[config.mk]
export PLATFORM = sky130hd
export DESIGN_NAME = bus_arbiter_rr
export DESIGN_NICKNAME = d
export VERILOG_FILES = /design/src/rtl/bus_arbiter_rr.sv
export SDC_FILE = /design/constraint.sdc
export NUM_CORES = 1
export LEC_CHECK = 0
export ABC_AREA = 1
export BUFFER_PORTS_ARGS = -buffer_cell sky130_fd_sc_hd__buf_2
export CORE_ASPECT_RATIO = 1.2
export CORE_MARGIN = 1
export CORE_UTILIZATION = 58
export DETAILED_ROUTE_END_ITERATION = 16
export GPL_TIMING_DRIVEN = 0
export PLACE_DENSITY = 0.8
export SLEW_MARGIN = 20
export SYNTH_ARGS = -nofsm -noshare
export SYNTH_HDL_FRONTEND = slang
export SYNTH_SLANG_ARGS = --single-unit
export TNS_END_PERCENT = 20
[constraint.sdc]
create_clock -name clk -period 3.8 [get_ports clk]
set_input_delay 0 -clock clk [delete_from_list [all_inputs] [get_ports clk]]
set_output_delay 0 -clock clk [all_outputs]
set_load 0.005 [all_outputs]
[src/rtl/bus_arbiter_rr.sv]
// N-master bus arbiter with round-robin grant and serial (LSB-first) slave-address capture.
// Build option: define ARB_FIXED_PRIO_EN for fixed lowest-index priority with preemption.
module bus_arbiter_rr #(
  parameter int unsigned NUM_MASTERS  = 4,
  parameter int unsigned SLAVE_ADDR_W = 2,
  parameter int unsigned IDX_W        = $clog2(NUM_MASTERS + 1)
) (
  input  logic                    clk,
  input  logic                    reset,
  input  logic [NUM_MASTERS-1:0]  m_request,
  input  logic [NUM_MASTERS-1:0]  m_slave_select,
  output logic [NUM_MASTERS-1:0]  m_grant,
  output logic                    busy,
  output logic [SLAVE_ADDR_W-1:0] slave_grant,
  output logic [IDX_W-1:0]        bus_grant
);

  localparam int unsigned PTR_W = $clog2(NUM_MASTERS);
  localparam int unsigned CNT_W = $clog2(SLAVE_ADDR_W + 1);
  localparam logic [PTR_W-1:0] PTR_RST  = PTR_W'(NUM_MASTERS - 1);
  localparam logic [CNT_W-1:0] CNT_LAST = CNT_W'(SLAVE_ADDR_W - 1);

  typedef enum logic [1:0] {IDLE, ADDR, ACTIVE} state_e;

  state_e                  state_q;
  logic [PTR_W-1:0]        ptr_q;
  logic [PTR_W-1:0]        cur_q;
  logic [CNT_W-1:0]        cnt_q;
  logic [NUM_MASTERS-1:0]  grant_q;
  logic                    busy_q;
  logic [SLAVE_ADDR_W-1:0] sg_q;
  logic [IDX_W-1:0]        bg_q;

  logic                    win_found;
  logic [PTR_W-1:0]        win_idx;
  logic                    preempt;
  logic                    cur_release;
  logic                    launch;

  // In the fixed-priority build ptr_q never leaves NUM_MASTERS-1, so the
  // same search degenerates to lowest-index-first.
  always_comb begin
    win_found = 1'b0;
    win_idx   = '0;
    for (int unsigned k = 1; k <= NUM_MASTERS; k++) begin
      for (int unsigned i = 0; i < NUM_MASTERS; i++) begin
        if (!win_found && m_request[i] && (i == (32'(ptr_q) + k) % NUM_MASTERS)) begin
          win_found = 1'b1;
          win_idx   = PTR_W'(i);
        end
      end
    end
  end

`ifdef ARB_FIXED_PRIO_EN
  assign preempt = (state_q != IDLE) && win_found && (win_idx < cur_q);
`else
  assign preempt = 1'b0;
`endif

  assign cur_release = (state_q != IDLE) && !m_request[cur_q];
  assign launch      = win_found && ((state_q == IDLE) || cur_release || preempt);

  always_ff @(posedge clk) begin
    if (reset) begin
      state_q <= IDLE;
      ptr_q   <= PTR_RST;
      cur_q   <= '0;
      cnt_q   <= '0;
      grant_q <= '0;
      busy_q  <= 1'b0;
      sg_q    <= '0;
      bg_q    <= '0;
    end else if (launch) begin
      state_q <= ADDR;
      cur_q   <= win_idx;
`ifndef ARB_FIXED_PRIO_EN
      ptr_q   <= win_idx;
`endif
      cnt_q   <= '0;
      grant_q <= NUM_MASTERS'(1) << win_idx;
      busy_q  <= 1'b1;
      sg_q    <= '0;
      bg_q    <= IDX_W'(win_idx) + IDX_W'(1);
    end else if (cur_release) begin
      state_q <= IDLE;
      cnt_q   <= '0;
      grant_q <= '0;
      busy_q  <= 1'b0;
      sg_q    <= '0;
      bg_q    <= '0;
    end else if (state_q == ADDR) begin
      for (int unsigned i = 0; i < SLAVE_ADDR_W; i++) begin
        if (cnt_q == CNT_W'(i)) sg_q[i] <= m_slave_select[cur_q];
      end
      cnt_q <= cnt_q + 1'b1;
      if (cnt_q == CNT_LAST) begin
        busy_q  <= 1'b0;
        state_q <= ACTIVE;
      end
    end
  end

  assign m_grant     = grant_q;
  assign busy        = busy_q;
  assign slave_grant = sg_q;
  assign bus_grant   = bg_q;

endmodule

==> metrics.md <==
| Metric | Value |
|---|---|
| P per Cell Area | 711 nW/um^2 |
| Die Y | 48.6 um |
| Crit end category | flop |
| RR Endpoint | bus_grant[1] |
| Initial antenna violation count | 0 |
| Final worst-path cycle share | 0.599 |
| Hold slack | 0.198 ns |
| Reg2Reg Setup Slack | 1.52 ns |
| Status | complete, no violations |
| Hold Path Class | in2reg |
| Routed len/inst | 10.7 um |
| Slew headroom | 0.656 |
| RSZ-0062 raised after global routing | false |
| Final Wtd Congestion | 0.773 |
| Largest net degree at the start of global routing | 11 |
| Setup TNS | 0 ns |
| Clock tree from TritonCTS | yes |
| Syn nets | 172 |
| RR Startpoint | ptr_q[0] |
| Transition time of the tightest slew-check pin | 0.513 ns |
| CTS Sinks | 16 |
| Post-route DRC | 0 |
| Ys Warns | 0 |
| Element type at the critical path start | flop |
| Insertion delay to the later sink of the worst-skew pair | 0.29 ns |
| Peak VDD IR | 0.498 mV |
| Setup Viol. Count Final | 0 |
| Post-CTS Setup Inserts | 0 |
| Max Slew Vio Count | 0 |
| Core box area | 1660 sq um |
| Diodes inserted | 0 |
| Critical Path RT | 3.99 ns |
| Pwr Total | 862 uW |
| Cts bufs inserted | 3 |
| Hold EP | slave_grant[0] |
| Register area share after synthesis | 0.306 |
| Port Buffer Count | 19 |
| Max H-tree Level | 1 |
| Final min period | 2.28 ns |
| Die ar. | 1980 sq um |
| Synth cell types | 23 |
| Routed Wire Length | 2130 um |
| Total number of vias | 1034 |
| Critical Path Start | ptr_q[0] |
| Clock Root Buffer | clkbuf_4 |
| Worst-path clk slew | 0.09 ns |
| Avg Vias per Cell | 5.22 |
| DP HPWL | 1670 um |
| R2R cell count | 14 |
| Cts hold-fix bufs | 1 |
| Crit-path max FO | 7 |
| Post-detailed-route count of antenna-violating nets | 0 |
| Worst min-delay path startpoint | m_slave_select[2] |
| # rows | 16 |
| Flops & latches, synth | 16 |
| Critical Path AT | 2.47 ns |
| Layout cells sized above 1 | 0.200 |
| Final hold vios | 0 |
| Mapped Cells | 156 |
| Placement Setup Slack | 1.53 ns |
| First-pass GRT wire length | 3180 um |
| Synthesized cell area | 1050 sq um |
| Clock Path Buffers | 2 |
| Final Skew | 0.000796 ns |
| Leak | 0.620 nW |
| Max_cap viols | 0 |
| Worst Slack Setup Final | 1.52 ns |
| Post_cts resized | 0 |
| Initial Utilization | 0.630 |
| Chip Width | 40.8 um |
| Hold depth | 5 |
| Starting DRT DRC Count | 12 |
| Number of global-route vias before repair | 806 |
| Grt ovf | 0 |
| Total GRT Usage | 0.226 |
| Area grow syn2layout | 15.7% |
| Number of nets in the layout | 197 |
| Pre-Repair DR Iteration Count | 4 |
| Ports | 20 |
| Critical setup path kind | reg2reg |
| Achievable Freq | 439 MHz |
| Synthesized area per cell | 6.71 sq um |
[area by class of cell]
type / count / area [sq um]
buffer: 2 / 18.8
clock buffer: 4 / 36.3
fill: 156 / 450
inverter: 22 / 82.6
multi-input combinational: 116 / 626
sequential: 16 / 320
tap: 18 / 22.5
timing repair buffer: 20 / 105
[report_power, final]
| part | total (mW) | leakage [nW] | switching, mW | internal, mW |
|---|---|---|---|---|
| Sequential | 0.260 | 0.131 | 0.0410 | 0.219 |
| Combinational | 0.488 | 0.467 | 0.302 | 0.186 |
| Clock | 0.113 | 0.0210 | 0.0546 | 0.0584 |
[flip-flops by register name (all words and copies together), names as in the netlist]
| name | cells |
|---|---|
| ptr_q | 2 |
| bus_grant | 2 |
| slave_grant | 2 |
| cnt_q | 2 |
| m_grant | 4 |
| state_q | 1 |
| cur_q | 2 |
| busy | 1 |
[critical path, stage by stage (launching register included)]
cell and delay (ns):
dfxtp_1 0.44, inv_1 0.08, nand3_1 0.11, nand2_2 0.09, nor2_4 0.13, nand4_2 0.12
nor2_2 0.12, nand4_2 0.13, nor3_4 0.19, o211ai_1 0.11, nand2_1 0.16, inv_1 0.09
ha_1 0.28, nand3_1 0.09, nand2_1 0.05
[how the worst max path moves through the flow]
stage	end	slack, ns	cells after the start
after floorplan	bus_grant[1]	1.77	14
after global placement	bus_grant[1]	1.62	14
after detailed placement	bus_grant[1]	1.53	14
after CTS	bus_grant[1]	1.51	14
after global routing	bus_grant[1]	1.28	14
final	bus_grant[1]	1.52	14
[synthesized netlist by cell type, drive strengths merged]
library cell  count  area [sq um]
xor2              1          8.76
o21ai             4          20.0
a21oi             9          45.0
a32o              1          10.0
inv              21          78.8
nor3              3          26.3
clkinv            1          3.75
buf               2          18.8
nand2            33           134
nand3b            1          7.51
ha                6          75.1
nand3            22           110
or3               1          6.26
nor2             28           118
dfxtp            16           320
nand4             5          50.1
o211ai            2          15.0
[layer usage]
layer | track usage | routed length, um
met1 | 0.295 | 1020
met2 | 0.336 | 991
met3 | 0.0413 | 67
met4 | 0.117 | 45
met5 | 0 | 0
[logic make-up after synthesis]
| group | Yosys count | share of synthesized area |
|---|---|---|
| and+or+nand+nor | 93 | 0.431 |
| buffers and inverters | 24 | 0.0968 |
| AOI/OAI and AO/OA | 16 | 0.0860 |
| DFF | 16 | 0.306 |
| adders and majority gates | 6 | 0.0717 |
| xor gates and xnor gates | 1 | 0.00836 |
[layout by cell type, fill, tap and decap left out, drive strengths merged]
cell	count
nand2	33
nor2	28
nand3	22
inv	21
buf	21
dfxtp	16
a21oi	9
ha	6
nand4	5
o21ai	4
clkbuf	4
nor3	3
o211ai	2
clkinv	1
nand3b	1
a32o	1
or3	1
xor2	1
dlygate4sd3	1
[per-stage QoR]
step / instance area [sq um] / std cells / utilization
4_1_cts: 1210 / 198 / 0.729
3_3_place_gp: 1160 / 193 / 0.701
3_5_place_dp: 1160 / 193 / 0.701
5_1_grt: 1210 / 198 / 0.729
2_1_floorplan: 1050 / 156 / -
6_report: 1210 / 198 / 0.729
No activity file was read; power rests on OpenSTA's default activity.
